[config.mk]
export PLATFORM = sky130hd
export DESIGN_NAME = fetch_unit
export DESIGN_NICKNAME = d
export VERILOG_FILES = /design/src/rtl/fetch_pkg.sv /design/src/rtl/fetch_queue.sv /design/src/rtl/fetch_unit.sv
export SDC_FILE = /design/constraint.sdc
export NUM_CORES = 1
export LEC_CHECK = 0
export CAP_MARGIN = 40
export CORE_MARGIN = 10
export CORE_UTILIZATION = 53
export DETAILED_ROUTE_END_ITERATION = 10
export PLACE_DENSITY_LB_ADDON = 0.15
export SETUP_SLACK_MARGIN = 0.3
export SYNTH_ARGS = -nofsm -noshare
export SYNTH_HDL_FRONTEND = slang
export SYNTH_SLANG_ARGS = --single-unit
[constraint.sdc]
create_clock -name clk -period 12.5 [get_ports clk]
set_clock_uncertainty 0.1 [all_clocks]
set_input_delay 2.5 -clock clk [delete_from_list [all_inputs] [get_ports clk]]
set_output_delay 2.5 -clock clk [all_outputs]
set_load 0.005 [all_outputs]
[src/rtl/fetch_pkg.sv]
// rtl/fetch_pkg.sv - shared encodings and branch decision for the fetch unit
package fetch_pkg;

    typedef enum logic [1:0] {
        BR_BEQ  = 2'b00,
        BR_BNE  = 2'b01,
        BR_JMP  = 2'b10,
        BR_NONE = 2'b11
    } br_mode_e;

    typedef enum logic [1:0] {
        ST_IDLE = 2'b00,
        ST_WAIT = 2'b01,
        ST_DROP = 2'b10
    } fetch_state_e;

    function automatic logic branch_taken(input logic en, input logic [1:0] mode, input logic z);
        logic t;
        t = 1'b0;
        case (br_mode_e'(mode))
            BR_BEQ:  t = z;
            BR_BNE:  t = !z;
            BR_JMP:  t = 1'b1;
            default: t = 1'b0;
        endcase
        return en && t;
    endfunction

endpackage

[src/rtl/fetch_queue.sv]
// rtl/fetch_queue.sv - small power-of-two FIFO holding {pc, instruction} entries
module fetch_queue #(
    parameter int W     = 64,
    parameter int DEPTH = 2,
    parameter int CW    = $clog2(DEPTH) + 1
) (
    input  logic          clk,
    input  logic          rst,
    input  logic          i_push,
    input  logic [W-1:0]  i_push_data,
    input  logic          i_pop,
    input  logic          i_flush,
    output logic          o_valid,
    output logic [W-1:0]  o_head,
    output logic [CW-1:0] o_count
);
    localparam int PW = $clog2(DEPTH);

    logic [W-1:0]  r_mem [DEPTH];
    logic [PW-1:0] r_wptr;
    logic [PW-1:0] r_rptr;
    logic [CW-1:0] r_count;
    logic          r_valid;
    logic          w_pop;
    logic [CW-1:0] w_count_nxt;

    assign w_pop       = i_pop && r_valid;
    assign w_count_nxt = r_count + CW'(i_push) - CW'(w_pop);

    always_ff @(posedge clk) begin
        if (rst && !i_flush && i_push) begin
            r_mem[r_wptr] <= i_push_data;
        end
    end

    // Flush discards everything, including a same-cycle push or pop.
    always_ff @(posedge clk) begin
        if (!rst || i_flush) begin
            r_wptr  <= '0;
            r_rptr  <= '0;
            r_count <= '0;
            r_valid <= 1'b0;
        end else begin
            if (i_push) r_wptr <= r_wptr + 1'b1;
            if (w_pop)  r_rptr <= r_rptr + 1'b1;
            r_count <= w_count_nxt;
            r_valid <= (w_count_nxt != '0);
        end
    end

    assign o_valid = r_valid;
    assign o_head  = r_mem[r_rptr];
    assign o_count = r_count;

endmodule

[src/rtl/fetch_unit.sv]
// rtl/fetch_unit.sv - single-outstanding instruction fetcher with branch redirect and flush
module fetch_unit
    import fetch_pkg::*;
#(
    parameter int           AW       = 32,
    parameter int           DW       = 32,
    parameter int           STEP     = 4,
    parameter logic [AW-1:0] RESET_PC = '0,
    parameter int           QDEPTH   = 2
) (
    input  logic          clk,
    input  logic          rst,
    input  logic          stall,
    input  logic          br_en,
    input  logic [1:0]    br_mode,
    input  logic          z,
    input  logic [AW-1:0] b_addr,
    output logic          imem_req,
    output logic [AW-1:0] imem_addr,
    input  logic          imem_gnt,
    input  logic          imem_rvalid,
    input  logic [DW-1:0] imem_rdata,
    output logic          inst_valid,
    output logic [DW-1:0] inst,
    output logic [AW-1:0] inst_pc,
    input  logic          inst_ready,
    output logic [AW-1:0] addr
);
    localparam int CW = $clog2(QDEPTH) + 1;

    fetch_state_e     r_state;
    logic [AW-1:0]    r_pc;
    logic [AW-1:0]    r_req_pc;
    logic             w_taken;
    logic             w_push;
    logic [CW-1:0]    w_count;
    logic [AW+DW-1:0] w_head;

    assign w_taken   = branch_taken(br_en, br_mode, z);
    assign imem_req  = rst && (r_state == ST_IDLE) && !stall && !w_taken && (w_count < CW'(QDEPTH));
    assign imem_addr = r_pc;
    assign addr      = r_pc;
    assign w_push    = (r_state == ST_WAIT) && imem_rvalid && !w_taken;

    // A redirect always wins over the sequential increment; responses owed
    // to a squashed request are swallowed in DROP.
    always_ff @(posedge clk) begin
        if (!rst) begin
            r_state  <= ST_IDLE;
            r_pc     <= RESET_PC;
            r_req_pc <= '0;
        end else begin
            if (w_taken) r_pc <= b_addr;
            case (r_state)
                ST_IDLE: begin
                    if (imem_req && imem_gnt) begin
                        r_pc     <= r_pc + AW'(STEP);
                        r_req_pc <= r_pc;
                        r_state  <= ST_WAIT;
                    end
                end
                ST_WAIT: begin
                    if (imem_rvalid)  r_state <= ST_IDLE;
                    else if (w_taken) r_state <= ST_DROP;
                end
                ST_DROP: begin
                    if (imem_rvalid) r_state <= ST_IDLE;
                end
                default: r_state <= ST_IDLE;
            endcase
        end
    end

    fetch_queue #(
        .W     (AW + DW),
        .DEPTH (QDEPTH),
        .CW    (CW)
    ) u_queue (
        .clk         (clk),
        .rst         (rst),
        .i_push      (w_push),
        .i_push_data ({r_req_pc, imem_rdata}),
        .i_pop       (inst_ready),
        .i_flush     (w_taken),
        .o_valid     (inst_valid),
        .o_head      (w_head),
        .o_count     (w_count)
    );

    assign inst    = w_head[DW-1:0];
    assign inst_pc = w_head[AW+DW-1:DW];

endmodule

# Word-level counts from Yosys, hierarchy flattened

Memory sizes are Yosys's and may differ from the RTL's. A register that Yosys moved wholly into a read port is not among the register bits.
Index checks and enable logic that the tools add are counted.

Register bits after elaboration: 71
Bits in writable memories: 128
Input bits: 74
Output and inout port bits: 130
Logic and storage cells: 55
Memories: 1

Add/sub/neg operators: 5
Order comparisons: 1
Equal/unequal tests: 7
Muxes and demuxes: 13
Reduce and logical (&&, ||, !) cells: 21

Memories:

| name          | words | bits a word | read ports | clocked after memory_dff | wr ports | RTL line          | RTL |
|---|---|---|---|---|---|---|---|
| u_queue.r_mem | 2     | 64          | 1          | 1                        | 1        | fetch_queue.sv:19 | `logic [W-1:0] r_mem [DEPTH];` |

Operators with widths:

| kind                                                                     | number |
|---|---|
| 32-bit two-way mux                                                       | 3 |
| 32-bit by 3-bit adder with 32-bit output (second input constant)         | 1 |
| 1-bit logical AND                                                        | 11 |
| 2-bit two-way mux                                                        | 4 |
| 2-bit case mux with 3 select lines                                       | 1 |
| 2-bit by 1-bit == test with 1-bit output (second input constant)         | 2 |
| 2-bit == test (second input constant)                                    | 2 |
| 1-bit logical NOT                                                        | 4 |
| 2-bit logical NOT                                                        | 2 |
| 1-bit two-way mux                                                        | 4 |
| 3-bit by 2-bit inequality test with 1-bit output (second input constant) | 1 |
| 1-bit case mux with 3 select lines                                       | 1 |
| 3-bit AND reduction                                                      | 1 |
| 1-bit adder (second input constant)                                      | 2 |
| 2-bit by 1-bit adder with 2-bit output                                   | 1 |
| 2-bit less-than comparator (second input constant)                       | 1 |
| 2-bit by 1-bit inequality test with 1-bit output (second input constant) | 1 |
| 2-bit inequality test (second input constant)                            | 1 |
| 2-bit AND reduction                                                      | 1 |
| 2-bit nonzero test                                                       | 1 |
| 2-bit by 1-bit subtractor with 2-bit output                              | 1 |
| 1-bit logical OR                                                         | 1 |

# Logic depth before layout (Yosys ltp)

Gate-level depths: netlist of the first run.

Word-level depth: 9
Mapped depth: 11
Mapped depth without buffers: 11

# By module

Synthesis of the first run repeated with hierarchy kept, for this count alone.

Cell total of the unflattened synthesis: 662
Area, all modules: 8749.6 µm²

By module, submodules not included:

| module      | instances | cells an instance | area each (µm²) | sequential area each (µm²) |
|---|---|---|---|---|
| fetch_queue | 1         | 224               | 5182.5          | 3963.8 |
| fetch_unit  | 1         | 438               | 3567.2          | 1321.3 |

# Least setup slack after synthesis of the first run

Ideal clock, no wire load.

Path type: input -> register
Start point: input rst
End point: memory u_queue.r_mem[0][0], enable pin
Setup time: 0.564 ns
Arrival time: 7.646 ns
Required time: 11.835 ns
Setup slack: 4.190 ns
Stages: 5
Buffers on the path: 3
Cells stage by stage: clkbuf_1 inv_1 clkbuf_1 clkbuf_1 nor3_1

Longest elaborated chain between the ends: 4

RTL lines:

| element                                 | RTL line          | RTL |
|---|---|---|
| from (decl)                             | fetch_unit.sv:12  | `input logic rst,` |
| 1-bit logical AND (2 in series)         | fetch_queue.sv:31 | `if (rst && !i_flush && i_push) begin` |
| 1-bit two-way mux                       | fetch_queue.sv:31 |  |
| 1-bit two-way mux (not written as such) | fetch_queue.sv:32 | `r_mem[r_wptr] <= i_push_data;` |
| to (decl)                               | fetch_queue.sv:19 |  |

Every way passes these cells.

# Final worst setup path of the first run

Start point: input rst
End point: output imem_req

Longest elaborated chain between the ends: 4

RTL lines:

| element                         | RTL line         | RTL |
|---|---|---|
| 1-bit logical AND (4 in series) | fetch_unit.sv:40 | `assign imem_req = rst && (r_state == ST_IDLE) && !stall && !w_taken && (w_count < CW'(QDEPTH));` |
| to (decl)                       | fetch_unit.sv:18 | `output logic imem_req,` |

Every way passes these cells.

==> impl_metrics.env, run 1 <==
export IMPL_cts_buffer_depth=2
export IMPL_numCtsBuffers=17
export IMPL_worstSetupPathType="in -> out"
export IMPL_p_per_area_mw_per_mm2=129
export IMPL_grt_pass1_wl_um=29300
export IMPL_io_buffers=203
export IMPL_drt_pass1_iter_count=5
export IMPL_min_delay_path_class="reg -> reg"
export IMPL_power_leakage_nw=3.34
export IMPL_hold_viol=0
export IMPL_hpwl_um=13300
export IMPL_fmax_mhz=136
export IMPL_grt_max_degree=62
export IMPL_nFillCells=1007
export IMPL_drive_gt1_share_pct=14.5
export IMPL_cp_required_ns=9.90
export IMPL_nets=871
export IMPL_grt_pass1_vias=5459
export IMPL_hold_buffers=0
export IMPL_core_area_mm2=0.0147
export IMPL_path_buf_inv=3
export IMPL_clock_sinks=200
export IMPL_cpMostUsedCell="clkdlybuf4s50_1"
export IMPL_final_area_mm2=0.0106
export IMPL_grt_antenna_before_repair=0
export IMPL_tritoncts="yes"
export IMPL_rsz0062_at_grt="false"
export IMPL_htreeDepth=4
export IMPL_status="finished, final reports clean"
export IMPL_syn_area_mm2=0.00805
export IMPL_critPathArrivalTime_ns=4.73
export IMPL_viasPerCell=5.38
export IMPL_start_kind="input port"
export IMPL_r2r_start="r_state[0]"
export IMPL_path_cells="clkdlybuf4s50_1 -> o31ai_1 -> buf_4 -> nor3_1 -> clkdlybuf4s50_1"
export IMPL_cts_resized=0
export IMPL_async_reset_ff_share_pct=0
export IMPL_setup_violations=0
export IMPL_ys_seq_area_share_pct=65.7
export IMPL_critical_path_top_delay_family="buffers and inverters"
export IMPL_synth_edff_count=128
export IMPL_cp_slowest_stage_delay_ns=1.10
export IMPL_synth_nets=703
export IMPL_ys_types=41
export IMPL_relSlewSlack_pct=35.9
export IMPL_die_x_um=143
export IMPL_ys_warn_count=0
export IMPL_fp_dieH_um=143
export IMPL_max_vdd_ir_drop_mv=0.0918
export IMPL_syn_to_final_growth_pct=31.8
export IMPL_row_count=44
export IMPL_io_pins=204
export IMPL_worstMarginPinSlew_ns=0.958
export IMPL_hold_depth=0
export IMPL_path_clk_slew_ns=0.07
export IMPL_dpl_cell_area_mm2=0.0100
export IMPL_synth_avg_cell_area_um2=12.9
export IMPL_setup_tns_ns=0
export IMPL_drc=0
export IMPL_ys_seq_elements=200
export IMPL_cp_max_fo=26
export IMPL_critPathSlowestCell="clkdlybuf4s50_1"
export IMPL_routed_wl_um=19300
export IMPL_synthCells=626
export IMPL_drt_antenna_violating_nets=0
export IMPL_antennaDiodeCount=0
export IMPL_dr_first_iter_drc_count=339
export IMPL_place_congestion=0.846
export IMPL_hold_end="u_queue.r_mem[1][35]"
export IMPL_cts_root_buf="clkbuf_16"
export IMPL_dieArea_mm2=0.0205
export IMPL_end_kind="primary output"
export IMPL_rr_worst_depth=5
export IMPL_utilization_pct=72.1
export IMPL_maxCapViolations=0
export IMPL_via_count=5334
export IMPL_post_cts_setup_buffers=0
export IMPL_initial_utilization_pct=54.7
export IMPL_synth_main_ff_cell="edfxtp_1"
export IMPL_min_from="r_req_pc[3]"
export IMPL_reg2reg_slack_ns=9.69
export IMPL_overflow=0
export IMPL_final_max_slew_violation_count=0
export IMPL_grt_total_usage_pct=18.3
export IMPL_period_needed_ns=7.33
export IMPL_fin_crit_sh_pct=58.6
export IMPL_r2r_end="u_queue.r_mem[0][39]"
export IMPL_clk_latency_ns=0.42
export IMPL_wl_per_cell_um=19.4
-- placed cells by master (no fill, tap or decap), types with 2 or more instances in the layout --
master             n
and3_1             4
clkdlybuf4s50_1  203
edfxtp_1         128
clkbuf_16         17
nand3_1           11
inv_1              7
clkinv_4           2
a211oi_1           5
dfxtp_1           71
clkinv_2           4
nand2_1           83
nand4_1            7
nor3_2             2
inv_6              2
xnor2_1           21
a21oi_1           58
ha_1               3
nor3_1            11
nor2b_1            3
nor4b_2            2
xor2_1             8
mux2_2            65
nor4_1             5
or3_1              3
clkbuf_1           4
nor4_2             5
o311ai_1           3
and4_1             4
bufinv_16          2
o21ai_1           10
o21ai_0           10
buf_4              6
and2_1             5
nor2_1            13
-- state kept, by name, indices dropped and copies added, names as in the netlist, named ones only --
register / cells
u_queue.o_count: 2
u_queue.r_mem: 128
u_queue.r_rptr: 1
u_queue.r_wptr: 1
u_queue.o_valid: 1
r_state: 2
addr: 32
r_req_pc: 32
-- per-stage QoR --
stage,hold WS (ns),setup slack (ns),std cells,total power [mW]
2_1_floorplan,0.325,4.19,626,0.788
3_3_place_gp,0.330,5.25,957,0.853
3_5_place_dp,0.340,5.21,959,0.857
4_1_cts,0.349,5.19,991,1.38
5_1_grt,0.361,5.05,991,1.42
6_report,0.346,5.17,991,1.37
-- cells in the mapped netlist (2+ instances only) --
master / number / share of area [%]
edfxtp_1: 128 / 48
nand2_1: 83 / 3.9
dfxtp_1: 72 / 18
mux2_2: 65 / 9.1
a21oi_1: 58 / 3.6
buf_4: 33 / 3.1
clkbuf_1: 27 / 1.3
xnor2_1: 21 / 2.3
nor2_1: 14 / 0.65
nor3_1: 12 / 0.75
nand3_1: 11 / 0.68
o21ai_0: 10 / 0.62
o21ai_1: 10 / 0.62
inv_1: 8 / 0.37
xor2_1: 8 / 0.87
nand4_1: 7 / 0.54
a211oi_1: 5 / 0.47
and2_1: 5 / 0.39
and3_1: 5 / 0.39
nor4_1: 5 / 0.39
nor4_2: 5 / 0.78
and4_1: 4 / 0.44
or3_1: 4 / 0.31
ha_1: 3 / 0.47
nor2b_1: 3 / 0.23
o311ai_1: 3 / 0.33
buf_1: 2 / 0.093
nor4b_2: 2 / 0.37
-- report_power, final --
part           switching, mW  internal, mW  total [mW]  leakage, nW
clock                  0.231         0.295       0.526        0.276
combinational         0.0441        0.0688       0.113         1.41
sequential            0.0183         0.711       0.730         1.66
total                  0.293          1.08        1.37         3.34
-- how the worst max path moves through the flow --
stage,from,endpoint,slack (ns),cells after the start
after floorplan,rst,u_queue.r_mem[0][0],4.19,5
after global placement,rst,imem_req,5.25,5
after detailed placement,rst,imem_req,5.21,5
after CTS,rst,imem_req,5.19,5
after global routing,rst,imem_req,5.05,5
final,rst,imem_req,5.17,5
-- metal layers --
metal	track usage, %	vias to the layer above	share of wire [%]
met5	0	-	0
met4	6.89	0	2.2
met3	6.04	31	8.3
met2	29.7	210	48
met1	22.3	2525	41
li1	-	2568	-
-- worst reg2reg max path, stage by stage (launching register included) --
cell	delay (ns)
dfxtp_1	0.42
nor2b_1	0.21
and3_1	0.23
inv_1	0.08
nor3_2	0.62
buf_4	0.74
-- final cells by class --
class,instances,area (um2),area share [%]
clock buffers,21,440,4.15
well taps,184,230,2.17
multi-input cells,356,2380,22.5
flip-flops and latches,200,5290,49.9
repair buffers,211,2110,19.9
clock inverters,11,123,1.16
inverters,8,30.0,0.283
-- kinds of logic (layout without fill, tap and decap cells) --
group | after synthesis | count (layout) | share of synthesized area [%]
compound gates | 93 | 93 | 6.33
xor+xnor | 29 | 29 | 3.16
fa+ha+maj | 3 | 3 | 0.467
buf+inv | 70 | 251 | 4.81
flops | 200 | 200 | 65.7
mux | 65 | 65 | 9.10
simple gates | 166 | 166 | 10.5
Power figures use the tool's default switching activity.
==> run 2: changes to the inputs <==
- CORE_UTILIZATION: 53 -> 44
- clock period: 12.5 -> 5.9 ns (I/O delays scaled with it)
==> impl_metrics.env, run 2 (synthesized netlist as in run 1, its figures left out) <==
export IMPL_cp_max_fo=26
export IMPL_core_area_mm2=0.0180
export IMPL_dp_cells=1005
export IMPL_power_leakage_nw=3.35
export IMPL_fp_dieH_um=155
export IMPL_comb_power_share_pct=8.4
export IMPL_power_switching_mw=0.641
export IMPL_drt_pass1_iter_count=4
export IMPL_wl_per_cell_um=19.0
export IMPL_min_delay_path_class="reg -> reg"
export IMPL_antennaDiodeCount=0
export IMPL_routed_wl_um=19800
export IMPL_relSlewSlack_pct=42.5
export IMPL_utilization_pct=59.7
export IMPL_tritoncts="yes"
export IMPL_stdcell_count=1038
export IMPL_place_congestion=0.852
export IMPL_start_kind="input port"
export IMPL_top_register="u_queue.r_mem"
export IMPL_grt_total_usage_pct=16.3
export IMPL_clock_sinks=200
export IMPL_syn_to_final_growth_pct=33.3
export IMPL_hold_buffers=0
export IMPL_drive_gt1_share_pct=15.1
export IMPL_setup_violations=0
export IMPL_worstSetupPathType="in -> out"
export IMPL_htreeDepth=4
export IMPL_p_per_area_mw_per_mm2=268
export IMPL_path_buf_inv=4
export IMPL_final_common_cell="clkdlybuf4s50_1"
export IMPL_hpwl_um=13900
export IMPL_critPathArrivalTime_ns=2.94
export IMPL_critPathSlowestCell="clkdlybuf4s50_1"
export IMPL_pre_cts_ws_ns=1.56
export IMPL_path_cells="clkdlybuf4s50_1 -> buf_4 -> o31ai_1 -> buf_4 -> nor3_1 -> clkdlybuf4s50_1"
export IMPL_max_vdd_ir_drop_mv=0.196
export IMPL_die_x_um=155
export IMPL_setup_slack_ns=1.68
export IMPL_cp_required_ns=4.62
export IMPL_overflow=0
export IMPL_seq_power_share_pct=53.8
export IMPL_p_int_mw=2.24
export IMPL_clk_latency_ns=0.43
export IMPL_nets=873
export IMPL_final_max_slew_violation_count=0
export IMPL_worstMarginPinSlew_ns=0.860
export IMPL_cts_root_buf="clkbuf_16"
export IMPL_clock_power_share_pct=37.8
export IMPL_hold_viol=0
export IMPL_end_kind="primary output"
export IMPL_path_clk_slew_ns=0.07
export IMPL_io_pins=204
export IMPL_row_count=49
export IMPL_drt_antenna_violating_nets=0
export IMPL_status="finished, final reports clean"
export IMPL_fmax_mhz=237
export IMPL_cts_resized=0
export IMPL_switching_share_pct=22.3
export IMPL_fin_crit_sh_pct=71.5
export IMPL_largest_register_ffs=128
export IMPL_grt_max_degree=58
export IMPL_grt_antenna_before_repair=0
export IMPL_cts_buffer_depth=2
export IMPL_reg2reg_slack_ns=3.13
export IMPL_hold_slack_ns=0.361
export IMPL_rsz0062_at_grt="false"
export IMPL_grt_pass1_wl_um=31100
export IMPL_cp_slowest_stage_delay_ns=0.53
export IMPL_post_cts_setup_buffers=0
export IMPL_numCtsBuffers=17
export IMPL_via_count=5371
export IMPL_period_needed_ns=4.22
export IMPL_dieArea_mm2=0.0241
export IMPL_viasPerCell=5.17
export IMPL_setup_tns_ns=0
export IMPL_layout_common_cells="203 x clkdlybuf4s50_1, 128 x edfxtp_1, 83 x nand2_1"
export IMPL_grt_pass1_vias=5598
export IMPL_initial_utilization_pct=44.8
export IMPL_critical_path_top_delay_family="buffers and inverters"
export IMPL_maxCapViolations=0
export IMPL_drc=0
export IMPL_io_buffers=203
export IMPL_dr_first_iter_drc_count=332
==> run 2: path summary, 6_finish.rpt <==
| check | from | to | cells after the start |
|---|---|---|---|
| hold / removal | r_req_pc[12] | u_queue.r_mem[0][44] | 0 |
| setup reg to reg | u_queue.o_count[1] | addr[11] | 5 |
| hold reg to reg | r_req_pc[12] | u_queue.r_mem[0][44] | 0 |
| setup / recovery | rst | imem_req | 6 |
==> run 2: per-layer routing <==
| layer | track usage, % | part of all wire (%) |
|---|---|---|
| met5 | 0 | 0 |
| met4 | 5.12 | 1.6 |
| met3 | 6.12 | 8.2 |
| met2 | 26.2 | 48 |
| met1 | 19.8 | 43 |
==> run 2: cell type report <==
class / instances / area (um2)
flip-flops and latches: 200 / 5290
repair buffers: 213 / 2170
clock inverters: 15 / 130
fillers: 1418 / 7240
clock buffers: 17 / 425
inverters: 8 / 30.0
well taps: 229 / 287
multi-input cells: 356 / 2390
==> run 2: power groups by stage <==
stage | combinational [mW] | clock (mW) | sequential [mW]
6_report | 0.241 | 1.09 | 1.55
3_5_place_dp | 0.241 | 0 | 1.58
4_1_cts | 0.243 | 1.11 | 1.55
3_3_place_gp | 0.234 | 0 | 1.58
5_1_grt | 0.260 | 1.18 | 1.55
2_1_floorplan | 0.102 | 0 | 1.57
==> run 2: stage by stage <==
step | cell area (um2) | power [mW]
global route | 10700 | 2.99
floorplan | 8050 | 1.67
finish | 10700 | 2.88
CTS | 10700 | 2.90
global placement | 10100 | 1.81
detailed placement | 10200 | 1.82
==> run 2: worst register-to-register path: cells and delay by family (launching register included) <==
kind | cells | cell delay (ns)
flip-flops | 1 | 0.36
AND/OR/NAND/NOR | 4 | 2.09
AO/OA/AOI/OAI | 1 | 0.15
==> run 3: changes to the inputs <==
- clock period: 5.9 -> 3.52 ns (I/O delays scaled with it)
==> impl_metrics.env, run 3 (synthesized netlist as in run 1, its figures left out) <==
export IMPL_status="finished, final reports clean"
export IMPL_drt_antenna_violating_nets=0
export IMPL_tritoncts="yes"
export IMPL_cts_buffer_depth=2
export IMPL_grt_antenna_before_repair=0
export IMPL_fmax_mhz=328
export IMPL_grt_max_degree=65
export IMPL_setup_violations=0
export IMPL_worstMarginPinSlew_ns=0.712
export IMPL_top_register="u_queue.r_mem"
export IMPL_fin_crit_sh_pct=86.6
export IMPL_initial_utilization_pct=44.8
export IMPL_start_kind="input port"
export IMPL_grt_total_usage_pct=16.0
export IMPL_place_congestion=0.831
export IMPL_drt_pass1_iter_count=5
export IMPL_viasPerCell=5.20
export IMPL_wl_per_cell_um=18.9
export IMPL_dr_first_iter_drc_count=398
export IMPL_drc=0
export IMPL_drive_gt1_share_pct=15.5
export IMPL_htreeDepth=4
export IMPL_cp_required_ns=2.72
export IMPL_hold_buffers=0
export IMPL_maxCapViolations=0
export IMPL_relSlewSlack_pct=52.1
export IMPL_cts_root_buf="clkbuf_16"
export IMPL_clk_latency_ns=0.43
export IMPL_hold_slack_ns=0.354
export IMPL_hpwl_um=13800
export IMPL_grt_pass1_vias=5459
export IMPL_path_clk_slew_ns=0.07
export IMPL_dp_cells=1009
export IMPL_nets=876
export IMPL_min_delay_path_class="reg -> reg"
export IMPL_reg2reg_slack_ns=1.14
export IMPL_nFillCells=1424
export IMPL_worstSetupPathType="in -> out"
export IMPL_dieArea_mm2=0.0241
export IMPL_routed_wl_um=19700
export IMPL_end_kind="primary output"
export IMPL_final_area_mm2=0.0108
export IMPL_fp_dieH_um=155
export IMPL_rr_worst_depth=5
export IMPL_clock_sinks=200
export IMPL_largest_register_ffs=128
export IMPL_max_vdd_ir_drop_mv=0.359
export IMPL_grt_pass1_wl_um=30200
export IMPL_layout_common_cells="203 x clkdlybuf4s50_1, 128 x edfxtp_1, 83 x nand2_1"
export IMPL_stdcell_count=1041
export IMPL_io_buffers=203
export IMPL_final_common_cell="clkdlybuf4s50_1"
export IMPL_via_count=5412
export IMPL_power_leakage_nw=3.37
export IMPL_die_x_um=155
export IMPL_antennaDiodeCount=0
export IMPL_hold_viol=0
export IMPL_setup_tns_ns=0
export IMPL_period_needed_ns=3.05
export IMPL_syn_to_final_growth_pct=33.7
export IMPL_core_area_mm2=0.0180
export IMPL_post_cts_setup_buffers=0
export IMPL_overflow=0
export IMPL_critPathArrivalTime_ns=2.25
export IMPL_hold_depth=0
export IMPL_numCtsBuffers=17
export IMPL_dpl_cell_area_mm2=0.0102
export IMPL_p_per_area_mw_per_mm2=449
export IMPL_rsz0062_at_grt="false"
export IMPL_row_count=49
export IMPL_cp_max_fo=3
export IMPL_cts_resized=0
export IMPL_io_pins=204
export IMPL_final_max_slew_violation_count=0
run 3: changes by cell type in the layout (fill, tap and decap cells not counted), moves of 2 or more:
cell	before	now
clkinvlp_4	4	1
clkinv_2	4	1
clkbuf_1	0	2
inv_6	1	3
buf_4	6	10
run 3: area by class of cell:
class | count | area, um2 | area share, %
flip-flops and latches | 200 | 5290 | 49.2
multi-input cells | 356 | 2410 | 22.4
repair buffers | 216 | 2170 | 20.2
clock buffers | 21 | 472 | 4.39
well taps | 229 | 287 | 2.66
clock inverters | 11 | 88.8 | 0.826
inverters | 8 | 30.0 | 0.279
run 3: per-layer routing:
metal | vias up | track usage, % | part of all wire, %
li1 | 2598 | - | -
met1 | 2582 | 19.9 | 44
met2 | 206 | 25.0 | 47
met3 | 26 | 5.54 | 7.5
met4 | 0 | 6.06 | 2.0
met5 | - | 0 | 0
run 3: path summary, 6_finish.rpt:
kind,from,end
hold / removal,r_req_pc[20],u_queue.r_mem[0][52]
setup / recovery,z,imem_req
setup reg to reg,addr[13],addr[28]
hold reg to reg,r_req_pc[20],u_queue.r_mem[0][52]
run 3: stage by stage:
| step | power, mW | utilization (%) | worst slack, ns |
|---|---|---|---|
| 4_1_cts | 4.88 | 59.9 | 0.435 |
| 5_1_grt | 5.03 | 59.9 | 0.360 |
| 2_1_floorplan | 2.80 | - | 0.156 |
| 3_5_place_dp | 3.05 | 56.7 | 0.402 |
| 3_3_place_gp | 3.04 | 56.6 | 0.405 |
| 6_report | 4.83 | 59.9 | 0.471 |
run 3: power by group:
| group | leakage, nW | internal (mW) | switching, mW |
|---|---|---|---|
| Combinational | 1.43 | 0.247 | 0.156 |
| Sequential | 1.66 | 2.53 | 0.0677 |
| Clock | 0.275 | 0.982 | 0.856 |
run 3: worst max-delay path, cell delays in order:
cell and delay (ns):
clkdlybuf4s50_1 0.45, nor3_4 0.23, o31ai_1 0.12, nor3_1 0.20, clkdlybuf4s50_1 0.54
